**config.mk**
```make
export PLATFORM = sky130hd
export DESIGN_NAME = unstriping
export DESIGN_NICKNAME = d
export VERILOG_FILES = /design/src/rtl/unstriping_pkg.sv /design/src/rtl/unstriping_lane_fifo.sv /design/src/rtl/unstriping.sv
export SDC_FILE = /design/constraint.sdc
export NUM_CORES = 1
export LEC_CHECK = 0
export ABC_AREA = 0
export CAP_MARGIN = 20
export CORE_MARGIN = 2
export CORE_UTILIZATION = 42
export CTS_CLUSTER_SIZE = 16
export DETAILED_ROUTE_END_ITERATION = 6
export SYNTH_ARGS = -nofsm -noshare
export SYNTH_HDL_FRONTEND = slang
export SYNTH_SLANG_ARGS = --single-unit
```
**constraint.sdc**
```tcl
create_clock -name clk_2f -period 3.2 [get_ports clk_2f]
set_clock_uncertainty 0.15 [all_clocks]
set_input_delay 0.64 -clock clk_2f [delete_from_list [all_inputs] [get_ports clk_2f]]
set_output_delay 0.64 -clock clk_2f [all_outputs]
set_load 0.005 [all_outputs]
```
**src/rtl/unstriping_pkg.sv**
```systemverilog
`default_nettype none
// ---------------------------------------------------------------------------
// unstriping_pkg : shared types and constants for the lane re-merge block
// Revision 1.0
// ---------------------------------------------------------------------------
package unstriping_pkg;

    localparam int DATA_W_DEF = 32;

    typedef enum logic {
        LANE0 = 1'b0,
        LANE1 = 1'b1
    } lane_sel_t;

    localparam logic [DATA_W_DEF-1:0] DATA_OUT_RST = '0;

endpackage
`default_nettype wire

```
**src/rtl/unstriping_lane_fifo.sv**
```systemverilog
`default_nettype none
// ---------------------------------------------------------------------------
// lane_fifo : synchronous per-lane FIFO, simultaneous push/pop legal when full
// Revision 1.0
// ---------------------------------------------------------------------------
module lane_fifo #(
    parameter int DATA_W = 32,
    parameter int DEPTH  = 4
) (
    input  logic                     clk_i,
    input  logic                     rst_i,
    input  logic                     push_i,
    input  logic                     pop_i,
    input  logic [DATA_W-1:0]        wdata_i,
    output logic [DATA_W-1:0]        rdata_o,
    output logic                     full_o,
    output logic                     empty_o,
    output logic [$clog2(DEPTH):0]   count_o
);

    localparam int AW = $clog2(DEPTH);
    localparam int CW = AW + 1;

    logic [DATA_W-1:0] mem_q [DEPTH];
    logic [AW-1:0]     wptr_q;
    logic [AW-1:0]     rptr_q;
    logic [CW-1:0]     count_q;
    logic              w_do_push;
    logic              w_do_pop;

    assign full_o  = (count_q == CW'(DEPTH));
    assign empty_o = (count_q == '0);
    assign count_o = count_q;
    assign rdata_o = mem_q[rptr_q];

    // A pop frees the slot a same-cycle push needs, so full only blocks an unpopped push
    assign w_do_pop  = pop_i && !empty_o;
    assign w_do_push = push_i && (!full_o || w_do_pop);

    always_ff @(posedge clk_i) begin
        if (rst_i) begin
            wptr_q  <= '0;
            rptr_q  <= '0;
            count_q <= '0;
        end else begin
            if (w_do_push) begin
                wptr_q <= wptr_q + AW'(1);
            end
            if (w_do_pop) begin
                rptr_q <= rptr_q + AW'(1);
            end
            case ({w_do_push, w_do_pop})
                2'b10:   count_q <= count_q + CW'(1);
                2'b01:   count_q <= count_q - CW'(1);
                default: count_q <= count_q;
            endcase
        end
    end

    always_ff @(posedge clk_i) begin
        if (w_do_push) begin
            mem_q[wptr_q] <= wdata_i;
        end
    end

endmodule
`default_nettype wire

```
**src/rtl/unstriping.sv**
```systemverilog
`default_nettype none
// ---------------------------------------------------------------------------
// unstriping : merges two striped lanes back into one in-order word stream
// Revision 1.0
// ---------------------------------------------------------------------------
module unstriping
    import unstriping_pkg::*;
#(
    parameter int DATA_W = DATA_W_DEF,
    parameter int DEPTH  = 4
) (
    input  logic              clk_2f,
    input  logic              reset,
    input  logic [DATA_W-1:0] lane_0,
    input  logic              valid_0,
    input  logic [DATA_W-1:0] lane_1,
    input  logic              valid_1,
    output logic [DATA_W-1:0] data_out,
    output logic              valid_out,
    output logic              overflow_0,
    output logic              overflow_1
);

    localparam int CW = $clog2(DEPTH) + 1;

    lane_sel_t         sel_q, sel_d;
    logic [DATA_W-1:0] data_out_q, data_out_d;
    logic              valid_out_q, valid_out_d;
    logic              overflow_0_q, overflow_0_d;
    logic              overflow_1_q, overflow_1_d;

    logic [DATA_W-1:0] w_rdata_0, w_rdata_1;
    logic              w_full_0, w_full_1;
    logic              w_empty_0, w_empty_1;
    logic [CW-1:0]     w_cnt_0, w_cnt_1;
    logic              w_push_0, w_push_1;
    logic              w_pop_0, w_pop_1;

    lane_fifo #(.DATA_W(DATA_W), .DEPTH(DEPTH)) u_fifo_0 (
        .clk_i   (clk_2f),
        .rst_i   (reset),
        .push_i  (w_push_0),
        .pop_i   (w_pop_0),
        .wdata_i (lane_0),
        .rdata_o (w_rdata_0),
        .full_o  (w_full_0),
        .empty_o (w_empty_0),
        .count_o (w_cnt_0)
    );

    lane_fifo #(.DATA_W(DATA_W), .DEPTH(DEPTH)) u_fifo_1 (
        .clk_i   (clk_2f),
        .rst_i   (reset),
        .push_i  (w_push_1),
        .pop_i   (w_pop_1),
        .wdata_i (lane_1),
        .rdata_o (w_rdata_1),
        .full_o  (w_full_1),
        .empty_o (w_empty_1),
        .count_o (w_cnt_1)
    );

    always_comb begin
        // Only the in-order lane may pop; the other lane waits even if it has data
        w_pop_0      = (sel_q == LANE0) && !w_empty_0;
        w_pop_1      = (sel_q == LANE1) && !w_empty_1;
        w_push_0     = valid_0 && (!w_full_0 || w_pop_0);
        w_push_1     = valid_1 && (!w_full_1 || w_pop_1);
        sel_d        = sel_q;
        data_out_d   = DATA_W'(DATA_OUT_RST);
        valid_out_d  = 1'b0;
        overflow_0_d = overflow_0_q || (valid_0 && !w_pop_0 && (w_cnt_0 == CW'(DEPTH)));
        overflow_1_d = overflow_1_q || (valid_1 && !w_pop_1 && (w_cnt_1 == CW'(DEPTH)));
        if (w_pop_0) begin
            data_out_d  = w_rdata_0;
            valid_out_d = 1'b1;
            sel_d       = LANE1;
        end else if (w_pop_1) begin
            data_out_d  = w_rdata_1;
            valid_out_d = 1'b1;
            sel_d       = LANE0;
        end
    end

    always_ff @(posedge clk_2f) begin
        if (reset) begin
            sel_q        <= LANE0;
            data_out_q   <= DATA_W'(DATA_OUT_RST);
            valid_out_q  <= 1'b0;
            overflow_0_q <= 1'b0;
            overflow_1_q <= 1'b0;
        end else begin
            sel_q        <= sel_d;
            data_out_q   <= data_out_d;
            valid_out_q  <= valid_out_d;
            overflow_0_q <= overflow_0_d;
            overflow_1_q <= overflow_1_d;
        end
    end

    assign data_out   = data_out_q;
    assign valid_out  = valid_out_q;
    assign overflow_0 = overflow_0_q;
    assign overflow_1 = overflow_1_q;

endmodule
`default_nettype wire

```
# Word level (Yosys, flattened, before mapping)
# Memory sizes are Yosys's and may differ from the RTL's. A register that Yosys moved wholly into a read port is not among the register bits.
# Index checks and enable logic that the tools add are counted.
word_totals:
  ff_bits: 50
  mem_bits_rw: 256
  in_bits: 68
  output_inout_bits: 35
  elab_cells: 73
  mem_count: 2
classes:
  add_sub_neg: 8
  eq_ne: 6
  mux: 16
  bitwise_logic: 1
  n_reduce_logical: 29
memory_table:
  columns: ["memory", "words", "word_bits", "read_ports", "rd_ports_with_merged_regs", "write_ports", "line", "rtl"]
  rows:
  - ["u_fifo_0.mem_q", 4, 32, 1, 1, 1, "unstriping_lane_fifo.sv:24", "logic [DATA_W-1:0] mem_q [DEPTH];"]
  - ["u_fifo_1.mem_q", 4, 32, 1, 1, 1, "unstriping_lane_fifo.sv:24", null]
op_table:
  columns: ["op", "n"]
  rows:
  - ["32-bit 2-to-1 mux", 2]
  - ["1-bit logical AND", 12]
  - ["3-bit one-hot mux with 2 select lines", 2]
  - ["2-bit by 1-bit adder with 2-bit output (second input constant)", 4]
  - ["1-bit 2-to-1 mux", 8]
  - ["2-bit 2-to-1 mux", 4]
  - ["3-bit by 1-bit adder with 3-bit output (second input constant)", 2]
  - ["3-bit equality test (second input constant)", 2]
  - ["1-bit logical NOT", 6]
  - ["3-bit logical NOT", 2]
  - ["1-bit logical OR", 6]
  - ["2-bit nonzero test", 3]
  - ["3-bit by 1-bit subtractor with 3-bit output (second input constant)", 2]
  - ["2-bit by 1-bit equality test with 1-bit output (second input constant)", 2]
  - ["2-bit equality test (second input constant)", 2]
  - ["1-bit inverter", 1]

# Longest topological paths before layout
logic_depth:
  ltp_word: 8
  depth_mapped: 10

# By module
# From an unflattened synthesis, not the netlist that was laid out.
hier_totals:
  cells_unflattened: 624
  area_unflattened_um2: 11941.5
by_module_without_submodules:
  columns: ["module", "n_inst", "cells_each", "area_per_inst_um2", "seq_area_each_um2"]
  rows:
  - ["lane_fifo at u_fifo_0", 1, 234, 5202.5, 4023.9]
  - ["lane_fifo at u_fifo_1", 1, 226, 5143.7, 4023.9]
  - ["unstriping", 1, 164, 1595.3, 720.7]

# Least setup slack after synthesis
# No wires, ideal clock.
synth_path:
  path_type: "register to register"
  start: "register sel_q"
  end: "register u_fifo_1.count_q[2] (netlist: u_fifo_1.count_o[2])"
  setup_ps: 70
  t_arrival_ps: 2170
  setup_slack_ps: 809
  stages_incl_launch_ff: 11
  synth_period_minus_slack_ps: 2391
  cell_sequence: "dfxtp_1 -> buf_2 -> nor4b_2 -> nor2_1 -> inv_1 -> ha_1 -> inv_1 -> fa_1 -> xor2_1 -> or3_1 -> a21oi_1"
synth_between:
  elab_chain_len: 6
  elab_cells_between_ends: 10
synth_rtl:
  columns: ["element", "line", "rtl"]
  rows:
  - ["from (decl)", "unstriping.sv:26", "lane_sel_t sel_q, sel_d;"]
  - ["from (signal assigned)", "unstriping.sv:93", "sel_q <= sel_d;"]
  - ["1-bit logical AND (*)", "unstriping.sv:66", "w_pop_1 = (sel_q == LANE1) && !w_empty_1;"]
  - ["1-bit logical OR / 1-bit logical AND (equally long branches)", "unstriping.sv:68, unstriping_lane_fifo.sv:37", null]
  - ["1-bit logical AND / 1-bit logical OR (equally long branches)", "unstriping.sv:68, unstriping_lane_fifo.sv:38", null]
  - ["1-bit logical AND", "unstriping_lane_fifo.sv:38", "assign w_do_push = push_i && (!full_o || w_do_pop);"]
  - ["2-bit by 1-bit equality test with 1-bit output / 2-bit equality test (equally long branches)", "unstriping_lane_fifo.sv:52", "case ({w_do_push, w_do_pop})"]
  - ["3-bit one-hot mux with 2 select lines / 2-bit nonzero test (equally long branches)", null, null]
  - ["to (signal assigned)", "unstriping_lane_fifo.sv:53", "2'b10: count_q <= count_q + CW'(1);"]
  - ["to (signal assigned)", "unstriping_lane_fifo.sv:54", "2'b01: count_q <= count_q - CW'(1);"]
  - ["to (signal assigned)", "unstriping_lane_fifo.sv:55", "default: count_q <= count_q;"]
  - ["to (decl)", "unstriping_lane_fifo.sv:27", "logic [CW-1:0] count_q;"]
# Mark *: on every way between the ends. The rest lies on a longest branch, timed or not.
# A chain may end at the register's enable or synchronous reset.

# Final worst setup path
# Ends and elaborated chain as after synthesis.

==> flow_metrics.py <==
metrics = {
    "global_route": {
        "antenna_found_initial": 0,
        "grt_pass1_wl_um": 34000,
        "grt_usage_pct": 15.9,
        "gr-total-overflow": 0,
        "grt_max_degree": 33,
        "grt_pass1_vias": 5823,
    },
    "detailed_routing": {
        "routedWlPerCell_um": 21.8,
        "met3_length_um": 904,
        "routed_wl_um": 22400,
        "route.detailed.drc": 0,
        "dr_wl_met2_um": 11400,
        "drt-pass1-iter-count": 4,
        "wirelength_met1_um": 9760,
        "via_count": 5485,
        "top_layer_used": "met4",
        "ant_nets": 0,
        "via_per_inst": 5.35,
        "first_iter_violations": 470,
    },
    "run": {
        "cap_viol_max_count": 0,
    },
    "logic_synthesis": {
        "synth_ff_type": "edfxtp_1",
        "avgSynthCellArea_sq_um": 21.6,
        "yosysSeqAreaShare_pct": 77.0,
        "synth_nets": 608,
        "yosys_warnings": 0,
        "synth.area.top_cells": "edfxtp_1 (67%), dfxtp_1 (9.5%), mux4_2 (9.3%)",
        "synth_seq_cells": 310,
        "synthDistinctLibCells": 32,
        "synth-edff-count": 256,
        "synth.most_common_cell": "edfxtp_1",
        "synth_cells": 528,
        "syn_area_sq_um": 11400,
        "netlist_top_cells_count": "edfxtp_1 (256), dfxtp_1 (54), mux4_2 (47)",
        "async_flop_share_pct": 0,
        "synth_top_cell_area_share_pct": 67.5,
        "synth_area_leader_cell": "edfxtp_1",
    },
    "clocking": {
        "htree_levels": 1,
        "cts_sinks": 310,
        "clk_pin_slew_ps": 60,
        "clock_latency_ps": 540,
        "root_buffer": "clkbuf_16",
        "cts_tree": "built",
        "ctsResizeCount": 0,
        "cts_made_buffers": 31,
        "cts_max_path_buffers": 3,
        "hold_buffers": 0,
        "cts_setup_buffers": 0,
    },
    "placement": {
        "routabilityCongestion": 0.749,
        "dpl_cell_area_sq_um": 12900,
        "portBuffers": 102,
        "dpl_worst_slack_ps": 265,
        "dp_hpwl_um": 14000,
    },
    "timing": {
        "worst-slew-pin-transition_ps": 908,
        "fmax_ghz": 0.387,
        "rsz0062_at_grt": "false",
        "finalSetupViolations": 0,
        "setup_ws_ps": 615,
        "hold_viol": 0,
        "fin_setup_tns_ps": 0,
        "finalCritPeriodShare_pct": 80.8,
        "maxSlewHeadroom_pct": 39.5,
        "min_period_ps": 2590,
        "final-max-slew-violation-count": 0,
    },
    "critical_path": {
        "cp_slowest_cell": "nor4b_2",
        "critical_path.cell_chain": "nor4b_2, nor2_1, inv_1, ha_1, inv_1, fa_1, xor2_1, or3_1, a21oi_1",
        "critPathMaxFanout": 13,
        "reg2reg_slack_ps": 610,
        "critPathMaxStageDelay_ps": 480,
        "worstSetupStartpointType": "register",
        "required_ps": 3520,
        "cp_common_cell": "inv_1",
        "worst_setup_path_end_kind": "register",
        "arrival_ps": 2910,
        "crit_type": "reg -> reg",
    },
    "floorplan": {
        "chipHeight_um": 169,
        "die-area_sq_um": 28500,
        "io_pins": 103,
        "coreArea_sq_um": 26800,
        "die_w_um": 169,
        "start_util_pct": 42.5,
        "rows": 60,
    },
    "finish": {
        "finalNetCount": 741,
        "drive_gt1_share_pct": 19.3,
        "n_antenna_cell": 0,
        "area_growth_syn_to_layout_pct": 21.7,
        "design_area_sq_um": 13900,
        "nFillCells": 2089,
    },
    "status": {
        "outcome": "finished, final reports clean",
    },
    "power_and_ir_drop": {
        "power_density_nw_per_um2": 756,
        "peakVddDrop_mv": 0.396,
        "leakagePower_nw": 4.57,
    },
    "min_path": {
        "hold_path_class": "reg -> reg",
    },
}
==> report_power, final <==
part	switching [mW]	total, mW	internal [mW]
sequential	0.242	5.05	4.80
clock	1.39	3.39	2.00
combinational	0.895	2.04	1.15
total	2.53	10.5	7.95
==> final cells by class <==
| type | instances | area [sq um] | share of cell area (%) |
|---|---|---|---|
| Sequential cell | 310 | 8770 | 63.3 |
| Multi-Input combinational cell | 178 | 2410 | 17.4 |
| Timing Repair Buffer | 123 | 1230 | 8.86 |
| Clock buffer | 43 | 851 | 6.14 |
| Tap cell | 341 | 427 | 3.08 |
| Clock inverter | 13 | 113 | 0.812 |
| Inverter | 17 | 63.8 | 0.460 |
==> worst paths after layout <==
| check | from | to | cells past startpoint |
|---|---|---|---|
| worst max-delay path | sel_q$_SDFFE_PP0P_ | u_fifo_1.count_o[2]$_SDFFE_PP0P_ | 9 |
| worst min-delay path | overflow_1$_SDFF_PP0_ | overflow_1$_SDFF_PP0_ | 2 |
| worst max register to register | sel_q$_SDFFE_PP0P_ | u_fifo_1.count_o[2]$_SDFFE_PP0P_ | 9 |
| worst min register to register | overflow_1$_SDFF_PP0_ | overflow_1$_SDFF_PP0_ | 2 |
==> through the flow <==
| stage | hold WS, ps | std cells | power (mW) | utilization, % |
|---|---|---|---|---|
| 6_report | 341 | 1025 | 10.5 | 51.7 |
| 3_3_place_gp | 313 | 969 | 7.16 | 48.1 |
| 2_1_floorplan | 303 | 528 | 6.41 | - |
| 4_1_cts | 350 | 1025 | 10.6 | 51.7 |
| 3_5_place_dp | 321 | 969 | 7.22 | 48.1 |
| 5_1_grt | 366 | 1025 | 10.9 | 51.7 |
==> logic make-up after synthesis <==
kind of cell | count (synthesis) | synth area share [%]
flops | 310 | 77.0
mux | 64 | 13.2
compound gates | 57 | 3.76
buf+inv | 40 | 2.12
simple gates | 39 | 2.04
fa+ha+maj | 12 | 1.45
xor+xnor | 6 | 0.461
==> critical path: cells and delay by family, from the launching register on <==
family	cells	cell delay [ps]
xor gates and xnor gates	1	160
DFF	1	470
and+or+nand+nor	3	860
AOI/OAI and AO/OA	1	150
buffers and inverters	2	130
adders and majority gates	2	600
==> placed cells by master (no fill, tap or decap), drive strengths merged, types with 4 or more instances in the layout <==
cell,synthesis,layout
clkbuf,8,43
edfxtp,256,256
a21oi,15,15
a22o,32,32
buf,15,21
clkdlybuf4s50,0,102
and3,8,8
clkinv,0,10
mux4,64,64
o21ai,7,7
inv,17,17
ha,10,10
nand3,4,4
xor2,6,6
nor2,14,14
dfxtp,54,54
==> registers in the layout (all words and copies together) (netlist names), named ones only <==
signal,cells
u_fifo_0.mem_q,128
u_fifo_1.mem_q,128
data_out,32
u_fifo_0.count_o,3
u_fifo_1.count_o,3
u_fifo_0.rptr_q,2
u_fifo_0.wptr_q,2
u_fifo_1.rptr_q,2
u_fifo_1.wptr_q,2
overflow_0,1
overflow_1,1
sel_q,1
valid_out,1
==> routing by layer <==
| metal | vias up | global-route usage, % |
|---|---|---|
| met4 | 0 | 3.79 |
| li1 | 2452 | - |
| met2 | 124 | 27.7 |
| met3 | 26 | 2.45 |
| met5 | - | 0 |
| met1 | 2883 | 21.1 |
No activity file was read; power rests on OpenSTA's default activity.
